File: src/rtl/tlb_miss_ctrl.sv
// TLB refill sequencer: detects lookup misses, drives the page table walker,
// and writes the walked translation into a tree-PLRU-selected CAM line.
module tlb_miss_ctrl #(
  parameter int unsigned TLB_ENTRIES = 8,
  parameter int unsigned VPN_BITS    = 27
) (
  input  logic                   clk,
  input  logic                   reset,
  input  logic                   TLBAccess,
  input  logic [VPN_BITS-1:0]    VPN,
  input  logic                   CAMHit,
  input  logic [TLB_ENTRIES-1:0] Matches,
  input  logic                   TLBFlush,
  output logic                   WalkReq,
  output logic [VPN_BITS-1:0]    WalkVPN,
  input  logic                   WalkAck,
  input  logic                   WalkFault,
  input  logic [1:0]             WalkPageType,
  output logic                   WalkAbort,
  output logic [TLB_ENTRIES-1:0] WriteEnables,
  output logic [1:0]             PageTypeWriteVal,
  output logic                   TLBFault,
  output logic                   TLBStall
);

  localparam int unsigned LVL = $clog2(TLB_ENTRIES);

  typedef enum logic [1:0] {IDLE, WALK, WRITE, FAULT} state_e;

  state_e                 state_q, state_d;
  logic [VPN_BITS-1:0]    walk_vpn_q, walk_vpn_d;
  logic [1:0]             ptype_q, ptype_d;
  logic [LVL-1:0]         victim_q, victim_d;
  logic [TLB_ENTRIES-1:1] plru_q, plru_d;
  logic [LVL-1:0]         plru_victim;
  logic [LVL-1:0]         hit_idx;
  logic                   lookup_miss;
  logic                   lookup_hit;

  // Heap-ordered tree: node n has children 2n (lower half) and 2n+1 (upper half).
  function automatic logic [LVL-1:0] pick_victim(input logic [TLB_ENTRIES-1:1] tree);
    logic [LVL:0] node;
    node = (LVL+1)'(1);
    for (int l = 0; l < int'(LVL); l++) begin
      node = {node[LVL-1:0], tree[node[LVL-1:0]]};
    end
    return node[LVL-1:0];
  endfunction

  // Walk from the leaf to the root, pointing every node away from idx.
  function automatic logic [TLB_ENTRIES-1:1] touch(input logic [TLB_ENTRIES-1:1] tree,
                                                    input logic [LVL-1:0] idx);
    logic [TLB_ENTRIES-1:1] t;
    logic [LVL:0]           node;
    t    = tree;
    node = {1'b1, idx};
    for (int l = 0; l < int'(LVL); l++) begin
      t[node[LVL:1]] = ~node[0];
      node = node >> 1;
    end
    return t;
  endfunction

  assign lookup_miss = TLBAccess & ~CAMHit;
  assign lookup_hit  = TLBAccess & CAMHit;
  assign plru_victim = pick_victim(plru_q);

  // Lowest set match index
  always_comb begin
    hit_idx = '0;
    for (int i = int'(TLB_ENTRIES) - 1; i >= 0; i--) begin
      if (Matches[i]) hit_idx = LVL'(i);
    end
  end

  always_comb begin
    state_d    = state_q;
    walk_vpn_d = walk_vpn_q;
    ptype_d    = ptype_q;
    victim_d   = victim_q;
    plru_d     = plru_q;
    case (state_q)
      IDLE: begin
        if (lookup_miss && !TLBFlush) begin
          walk_vpn_d = VPN;
          state_d    = WALK;
        end else if (lookup_hit) begin
          plru_d = touch(plru_q, hit_idx);
        end
      end
      WALK: begin
        if (TLBFlush) begin
          state_d = IDLE;
        end else if (WalkAck) begin
          if (WalkFault) begin
            state_d = FAULT;
          end else begin
            ptype_d  = WalkPageType;
            victim_d = plru_victim;
            state_d  = WRITE;
          end
        end
      end
      WRITE: begin
        state_d = IDLE;
        plru_d  = touch(plru_q, victim_q);
      end
      FAULT:   state_d = IDLE;
      default: state_d = IDLE;
    endcase
    // Flush wipes replacement history and wins over any same-cycle touch.
    if (TLBFlush) plru_d = '0;
  end

  always_ff @(posedge clk) begin
    if (reset) begin
      state_q    <= IDLE;
      walk_vpn_q <= '0;
      ptype_q    <= '0;
      victim_q   <= '0;
      plru_q     <= '0;
    end else begin
      state_q    <= state_d;
      walk_vpn_q <= walk_vpn_d;
      ptype_q    <= ptype_d;
      victim_q   <= victim_d;
      plru_q     <= plru_d;
    end
  end

  assign WalkReq          = (state_q == WALK);
  assign WalkVPN          = walk_vpn_q;
  assign WalkAbort        = (state_q == WALK) & TLBFlush;
  assign WriteEnables     = (state_q == WRITE && !TLBFlush) ?
                            (TLB_ENTRIES'(1) << victim_q) : '0;
  assign PageTypeWriteVal = (state_q == WRITE) ? ptype_q : 2'b00;
  assign TLBFault         = (state_q == FAULT);
  assign TLBStall         = (state_q != IDLE) | lookup_miss;

endmodule

File: config.mk
export PLATFORM = sky130hd
export DESIGN_NAME = tlb_miss_ctrl
export DESIGN_NICKNAME = d
export VERILOG_FILES = /design/src/rtl/tlb_miss_ctrl.sv
export SDC_FILE = /design/constraint.sdc
export NUM_CORES = 1
export LEC_CHECK = 0
export BUFFER_PORTS_ARGS = -buffer_cell sky130_fd_sc_hd__buf_2
export CORE_UTILIZATION = 40
export CTS_CLUSTER_SIZE = 16
export DETAILED_ROUTE_END_ITERATION = 8
export GPL_ROUTABILITY_DRIVEN = 0
export MAX_ROUTING_LAYER = met4
export PLACE_DENSITY = 0.71
export SYNTH_ARGS = -nofsm -noshare
export SYNTH_HDL_FRONTEND = slang
export SYNTH_SLANG_ARGS = --single-unit
export TNS_END_PERCENT = 1
File: constraint.sdc
create_clock -name clk -period 1.5 [get_ports clk]
set_input_delay 0.15 -clock clk [delete_from_list [all_inputs] [get_ports clk]]
set_output_delay 0.15 -clock clk [all_outputs]
set_load 0.01 [all_outputs]
==> results.cfg, run 1 <==
[run]
max_cap_violations = 0

[worst_setup_path]
crit_required_ns = 1.35
ff2ff_path_depth = 5
cp-end-kind = output pin
cp.arrival_ns = 1.42
worstPathMaxFanout = 7
critPathKind = reg -> out
cp-start-kind = register

[sta]
hold_viol = 0
fin_crit_sh_pct = 104
slew_headroom_pct = 75.9
max_freq_ghz = 0.638
fin_ws_ns = -0.0662
drv_slew = 0
worst_pin_slew_ns = 0.362
fin_skew_ns = 0.00521
rsz0062_at_grt = true
fin_crit_ns = 1.57
setup_violations = 5

[clocking]
cts_sinks = 41
cts_tree = yes
cts_buffers = 5
cts_root_buf = clkbuf_8
clock_latency_ns = 0.29
clk_pin_slew_ns = 0.08
clockBufferDepth = 2
cts_hold_buf = 0
h-tree-depth = 2

[power_and_ir_drop]
pwr-share-comb_pct = 13.4
p_sw_share_pct = 26.0
p_sw_uw = 552
power_mw = 2.13
max-vdd-ir-drop_mv = 0.419
power_density_nw_per_um2 = 796
power_frac_seq_pct = 53.1
leakagePower_nw = 1.20
intPower_mw = 1.57
clkPwrFrac_pct = 33.5

[logic_synthesis]
ys_seq_area_share_pct = 44.4
synth.avg_cell_area_um2 = 7.83
synth_seq_cells = 41
async_flop_share_pct = 0
synthCells = 236
ys_warn_count = 0
synth.cell_area_um2 = 1850
synthFlopType = dfxtp_1
synth_cell_type_count = 40
synth_fp_nets = 280
synth_edf_count = 0

[floorplanning]
floorplan.initialDensity_pct = 42.1
die_y_um = 69.9
io_pins = 85
core-area_um2 = 4380
die_w_um = 69.9
num_rows = 24
die_area_um2 = 4890

[route]
drtAntennaViolNets = 0
wl_um = 4900
firstDrtPassIters = 4
via_per_inst = 4.99
num_vias = 1970
drt_iter0_drc = 87
wl_per_cell_um = 12.4
drc_errors = 0

[run_status]
violations = negative setup slack
outcome = finished with violations

[final_layout]
post-route-util_pct = 60.9
syn_to_final_growth_pct = 44.6
layout_common_cells = buf_2 (83), nand2_1 (56), dfxtp_1 (39)
antennaDiodeCount = 0
drive_gt1_share_pct = 42.0
mostFrequentLayoutCell = buf_2
fin_nets = 386

[global_routing]
grt_pass1_wl_um = 8020
grt_pass1_vias = 1870
grt-ovfl-total = 0
grt_max_degree = 33
track_usage_pct = 20.8
grt_antenna_before_repair = 0

[place]
portBuffers = 84
hpwl_um = 3600

[min_path]
hold_depth = 3
hp-class = in -> reg
==> synth_stat cells, drive strengths merged, types with 2 or more instances <==
master	n	area share, %
a211oi	3	1.2
a21oi	40	11
and2	4	1.4
buf	7	2.0
clkbuf	7	1.4
dfxtp	41	44
inv	3	0.61
mux2i	6	3.3
nand2	56	11
nand2b	5	2.1
nand3	2	0.54
nand3b	2	0.81
nor2	18	3.7
nor2b	2	0.68
nor3	9	2.4
nor3b	2	1.1
nor4	2	1.5
o21a	2	0.81
o21ai	8	2.4
o31ai	2	0.81
or2	3	1.0
or3	2	0.68
or4	2	1.0
==> path summary, 6_finish.rpt <==
kind              slack (ns)         from              end
setup / recovery       -0.07   state_q[1]  WriteEnables[2]
hold / removal          0.09       VPN[6]       WalkVPN[6]
setup reg to reg       -0.03   state_q[0]        plru_q[4]
hold reg to reg         0.45  WalkVPN[18]      WalkVPN[18]
==> through the flow <==
stage	instance area [um^2]	setup TNS, ns	hold slack, ns	std cells	worst slack, ns
floorplan	1860	-0.701	0.286	236	-0.0444
global placement	2470	-0.310	0.388	383	-0.151
detailed placement	2470	-0.485	0.391	383	-0.184
CTS	2620	-0.450	0.0802	394	-0.112
global route	2670	-1.08	0.0836	395	-0.163
finish	2670	-0.210	0.0877	395	-0.0662
==> kinds of logic (layout without fill, tap and decap cells) <==
kind of cell	count (synthesis)	in the layout	share of synthesized area [%]
buffers and inverters	17	124	4.07
flip-flops	41	41	44.4
multiplexers	7	7	3.86
AND/OR/NAND/NOR	111	111	29.0
AO/OA/AOI/OAI	60	60	18.6
==> worst max-delay path, cell delays in order (launching register included) <==
cell,delay [ns]
dfxtp_4,0.38
nor2b_4,0.14
buf_6,0.13
nand3b_1,0.14
nor3_1,0.18
buf_2,0.15
==> metal layers <==
layer  GRT usage, %  share of wire, %
met5              -                 0
met4           8.67               2.6
met3           3.90               5.2
met2           35.7                49
met1           23.6                43
==> registers in the layout, indices dropped and copies added (netlist names) <==
signal,count
victim_q,3
ptype_q,2
state_q,2
WalkVPN,27
plru_q,7
==> power by group through the flow <==
| stage | Clock, mW | Sequential [mW] | Combinational (mW) |
|---|---|---|---|
| 2_1_floorplan | 0 | 1.17 | 0.124 |
| 3_3_place_gp | 0 | 1.16 | 0.268 |
| 3_5_place_dp | 0 | 1.16 | 0.270 |
| 4_1_cts | 0.722 | 1.13 | 0.278 |
| 5_1_grt | 0.762 | 1.13 | 0.316 |
| 6_report | 0.711 | 1.13 | 0.285 |
==> cell type report <==
class | instances | area [um^2]
multi-input cells | 178 | 1020
fillers | 410 | 1710
flip-flops and latches | 41 | 828
repair buffers | 113 | 663
clock buffers | 5 | 68.8
inverters | 3 | 11.3
well taps | 52 | 65.1
clock inverters | 3 | 17.5
==> repair_timing <==
item | 4_1_cts | 5_1_grt
pin swaps | 4 | 4
resized for setup | 12 | 10
setup buffers | 3 | 1
endpoints found under the setup margin | 14 | 31
cloned | 0 | 0
(Power assumes the default switching activity.)
==> inputs of run 2 (changes only) <==
--- a/config.mk
+++ b/config.mk
@@ -6,12 +6,14 @@
 export NUM_CORES = 1
 export LEC_CHECK = 0
 export BUFFER_PORTS_ARGS = -buffer_cell sky130_fd_sc_hd__buf_2
-export CORE_UTILIZATION = 40
+export CELL_PAD_IN_SITES_DETAIL_PLACEMENT = 1
+export CELL_PAD_IN_SITES_GLOBAL_PLACEMENT = 1
+export CORE_UTILIZATION = 29
 export CTS_CLUSTER_SIZE = 16
 export DETAILED_ROUTE_END_ITERATION = 8
 export GPL_ROUTABILITY_DRIVEN = 0
 export MAX_ROUTING_LAYER = met4
-export PLACE_DENSITY = 0.71
+export PLACE_DENSITY = 0.85
 export SYNTH_ARGS = -nofsm -noshare
 export SYNTH_HDL_FRONTEND = slang
 export SYNTH_SLANG_ARGS = --single-unit
==> results.cfg, run 2 (synthesis gave the netlist of run 1 again) <==
[clocking]
cts_tree = yes
clk_pin_slew_ns = 0.09
clock_latency_ns = 0.29
clockBufferDepth = 2
cts_sinks = 41
cts_root_buf = clkbuf_8
cts_buffers = 5
h-tree-depth = 2

[final_layout]
syn_to_final_growth_pct = 53.5
drive_gt1_share_pct = 43.8
finalInstanceArea_um2 = 2830
layout_common_cells = buf_2 (81), nand2_1 (56), a21oi_1 (39)
antennaDiodeCount = 0
largest_register_ffs = 27
fin_nets = 390
mostFrequentLayoutCell = buf_2

[sta]
fin_skew_ns = 0.00398
fin_crit_sh_pct = 109
fin_crit_ns = 1.63
hold_viol = 0
max_freq_ghz = 0.614
slew_headroom_pct = 69.3
fin_ws_ns = -0.130
setup_violations = 43
rsz0062_at_grt = true
drv_slew = 0
worst_pin_slew_ns = 0.456
tns_ns = -1.63

[run_status]
violations = negative setup slack
outcome = finished with violations

[worst_setup_path]
ff2ff_path_depth = 7
cp_num_buf_inv = 2
cp-end-kind = output pin
critPathKind = reg -> out
cp-start-kind = register
crit_required_ns = 1.35
cp_slowest_cell = dfxtp_4
worstPathMaxFanout = 6
slowest_delay_ns = 0.40
cp.arrival_ns = 1.48
critical-path-top-delay-family = simple AND/OR/NAND/NOR gates
path_depth = 5
crit_chain = nor2b_4 -> buf_6 -> nand3b_1 -> nor3_1 -> buf_2

[place]
post_dp_cell_area_um2 = 2510
portBuffers = 84
hpwl_um = 4440

[route]
drc_errors = 0
num_vias = 2065
firstDrtPassIters = 4
via_per_inst = 4.89
drtAntennaViolNets = 0
wl_um = 6170
drt_iter0_drc = 22
wl_per_cell_um = 14.6

[global_routing]
grt_antenna_before_repair = 0
grt_max_degree = 33
grt-ovfl-total = 0
grt_pass1_vias = 2086
grt_pass1_wl_um = 9460
track_usage_pct = 19.2

[floorplanning]
die_area_um2 = 6690
core-area_um2 = 6030
die_y_um = 81.8
die_w_um = 81.8
io_pins = 85
num_rows = 28
floorplan.initialDensity_pct = 30.6

[power_and_ir_drop]
max-vdd-ir-drop_mv = 0.563
power_density_nw_per_um2 = 825
leakagePower_nw = 1.25

[run]
max_cap_violations = 0

[min_path]
hold_depth = 3
hp-class = in -> reg
## run 2: changes by cell type in the layout (fill, tap and decap cells not counted), moves of 2 or more
cell	delta
nor3_2	+2
buf_6	+4
buf_2	-2
buf_12	+2
nor3_1	-2
clkinv_2	-2
## run 2: metal layers
layer	GRT usage [%]	share of wire, %	wire length, um
met3	4.67	5.0	309
met1	20.6	41	2510
met4	6.67	1.7	104
met5	-	0	0
met2	34.3	53	3240
## run 2: worst paths after layout
path          startpoint              end  slack [ns]
max           state_q[1]  WriteEnables[4]       -0.13
min               VPN[7]       WalkVPN[7]        0.09
max reg2reg   state_q[0]      victim_q[2]       -0.05
min reg2reg  WalkVPN[26]      WalkVPN[26]        0.45
## run 2: cell type report
class / count / area, um^2
Clock buffer: 5 / 68.8
Clock inverter: 3 / 46.3
Fill cell: 775 / 3190
Inverter: 3 / 11.3
Multi-Input combinational cell: 178 / 1050
Sequential cell: 41 / 830
Tap cell: 75 / 93.8
Timing Repair Buffer: 117 / 738
## run 2: power by group
part / internal [mW] / switching (mW)
clock network: 0.498 / 0.408
logic: 0.143 / 0.158
registers: 1.11 / 0.0172
total: 1.76 / 0.582
## run 2: per-stage QoR
| step | worst slack [ns] | power, mW | cells | hold WS, ns | util [%] |
|---|---|---|---|---|---|
| 2_1_floorplan | -0.0444 | 1.29 | 236 | 0.286 | - |
| 3_3_place_gp | -0.152 | 1.43 | 405 | 0.392 | 41.7 |
| 3_5_place_dp | -0.185 | 1.45 | 405 | 0.401 | 41.7 |
| 4_1_cts | -0.172 | 2.37 | 418 | 0.0802 | 45.1 |
| 5_1_grt | -0.201 | 2.46 | 422 | 0.0741 | 47.0 |
| 6_report | -0.130 | 2.34 | 422 | 0.0886 | 47.0 |
## run 2: tightest hold or removal path: stages
cell     delay, ns
buf_2         0.10
nand2_1       0.04
a21oi_1       0.05
## run 2: repair_timing
| item | in CTS | in global routing |
|---|---|---|
| setup buffers | 5 | 4 |
| endpoints found under the setup margin | 26 | 24 |
| resized for setup | 14 | 20 |
| hold buffers | 0 | 0 |
| endpoints found under the hold margin | 0 | 0 |
| pin swaps | 6 | 5 |
==> inputs of run 3 (changes only) <==
--- a/config.mk
+++ b/config.mk
@@ -14,6 +14,7 @@
 export GPL_ROUTABILITY_DRIVEN = 0
 export MAX_ROUTING_LAYER = met4
 export PLACE_DENSITY = 0.85
+export REMOVE_ABC_BUFFERS = 1
 export SYNTH_ARGS = -nofsm -noshare
 export SYNTH_HDL_FRONTEND = slang
 export SYNTH_SLANG_ARGS = --single-unit
==> results.cfg, run 3 (synthesis gave the netlist of run 1 again) <==
[run_status]
outcome = finished with violations
violations = negative setup slack

[place]
hpwl_um = 4500
dpl.cell_count = 408
portBuffers = 84
post_dp_cell_area_um2 = 2520

[sta]
rsz0062_at_grt = true
slew_headroom_pct = 63.5
hold_viol = 0
fin_skew_ns = 0.00995
fin_ws_ns = -0.142
worst_pin_slew_ns = 0.543
setup_violations = 36
drv_slew = 0
max_freq_ghz = 0.609
fin_crit_ns = 1.64
fin_crit_sh_pct = 109

[global_routing]
grt-ovfl-total = 0
busiest_layer = met2
grt_antenna_before_repair = 0
met2_usage_pct = 32.7
grt_pass1_vias = 2054
grt_max_degree = 31
grt_pass1_wl_um = 9430
grtUsageMet3_pct = 4.78
track_usage_pct = 18.8
grt_use_met1_pct = 21.2

[worst_setup_path]
critPathKind = reg -> out
cp-end-kind = output pin
worstPathMaxFanout = 3
crit_required_ns = 1.35
cp-start-kind = register
cp.arrival_ns = 1.49
ff2ff_path_depth = 6
regToRegSetupSlack_ns = -0.08

[floorplanning]
die_w_um = 81.8
die_area_um2 = 6690
floorplan.initialDensity_pct = 30.6
io_pins = 85
core-area_um2 = 6030
num_rows = 28
die_y_um = 81.8

[final_layout]
syn_to_final_growth_pct = 51.0
finalInstanceArea_um2 = 2790
layout_common_cells = buf_2 (83), nand2_1 (56), dfxtp_1 (38), a21oi_1 (38), buf_4 (27)
nFillCells = 754
drive_gt1_share_pct = 42.5
fin_nets = 389
largest_register_ffs = 27
fin_cells = 421
mostFrequentLayoutCell = buf_2
antennaDiodeCount = 0

[route]
num_vias = 2078
wl_um = 5990
drc_errors = 0
via_per_inst = 4.94
drt_iter0_drc = 114
wl_per_cell_um = 14.2
drtAntennaViolNets = 0
firstDrtPassIters = 4

[clocking]
cts_root_buf = clkbuf_8
cts_sinks = 41
clock_latency_ns = 0.29
cts_buffers = 5
cts_tree = yes
clk_pin_slew_ns = 0.09
cts_hold_buf = 0
h-tree-depth = 2
clockBufferDepth = 2

[power_and_ir_drop]
power_density_nw_per_um2 = 898
leakagePower_nw = 1.25
max-vdd-ir-drop_mv = 0.547

[min_path]
hp-class = in -> reg
hold_depth = 2

[run]
max_cap_violations = 0
## run 3: report_power, final
group	internal (mW)	switching, mW	total (mW)
combinational	0.142	0.156	0.298
sequential	1.11	0.0161	1.13
clock	0.670	0.407	1.08
## run 3: worst max-delay path: stages (launching register included)
cell	delay, ns
dfxtp_4	0.35
nand2b_4	0.14
or3_4	0.34
buf_6	0.13
nor3_4	0.09
buf_2	0.14
## run 3: repair_timing
action | CTS | global route
pin swaps | 7 | 6
endpoints found under the hold margin | 0 | 0
gates resized for setup | 16 | 9
endpoints found under the setup margin | 20 | 46
setup buffers | 4 | 1
## run 3: per-stage QoR
stage / power (mW) / hold WS, ns / worst slack [ns] / util (%) / setup TNS (ns)
2_1_floorplan: 1.27 / 0.219 / -0.0944 / - / -1.87
3_3_place_gp: 1.43 / 0.388 / -0.194 / 41.9 / -0.371
3_5_place_dp: 1.44 / 0.384 / -0.233 / 41.9 / -0.575
4_1_cts: 2.53 / 0.0683 / -0.197 / 45.6 / -2.23
5_1_grt: 2.62 / 0.0757 / -0.206 / 46.3 / -4.39
6_report: 2.50 / 0.0758 / -0.142 / 46.3 / -1.93
## run 3: worst paths after layout
path | start | endpoint
max | state_q[0] | WriteEnables[0]
min | reset | victim_q[1]
max reg2reg | state_q[0] | WalkVPN[24]
min reg2reg | WalkVPN[10] | WalkVPN[10]
## run 3: final cells by class
| class | instances | area (um^2) | area share [%] |
|---|---|---|---|
| clock buffers | 5 | 68.8 | 2.47 |
| inverters | 3 | 11.3 | 0.404 |
| multi-input cells | 178 | 1010 | 36.3 |
| flip-flops and latches | 41 | 830 | 29.7 |
| repair buffers | 116 | 703 | 25.2 |
| clock inverters | 3 | 68.8 | 2.47 |
| well taps | 75 | 93.8 | 3.36 |
## run 3: per-layer routing
layer / part of all wire (%) / wire [um]
met5: 0 / 0
met4: 0.60 / 36
met3: 4.5 / 270
met2: 53 / 3160
met1: 42 / 2530
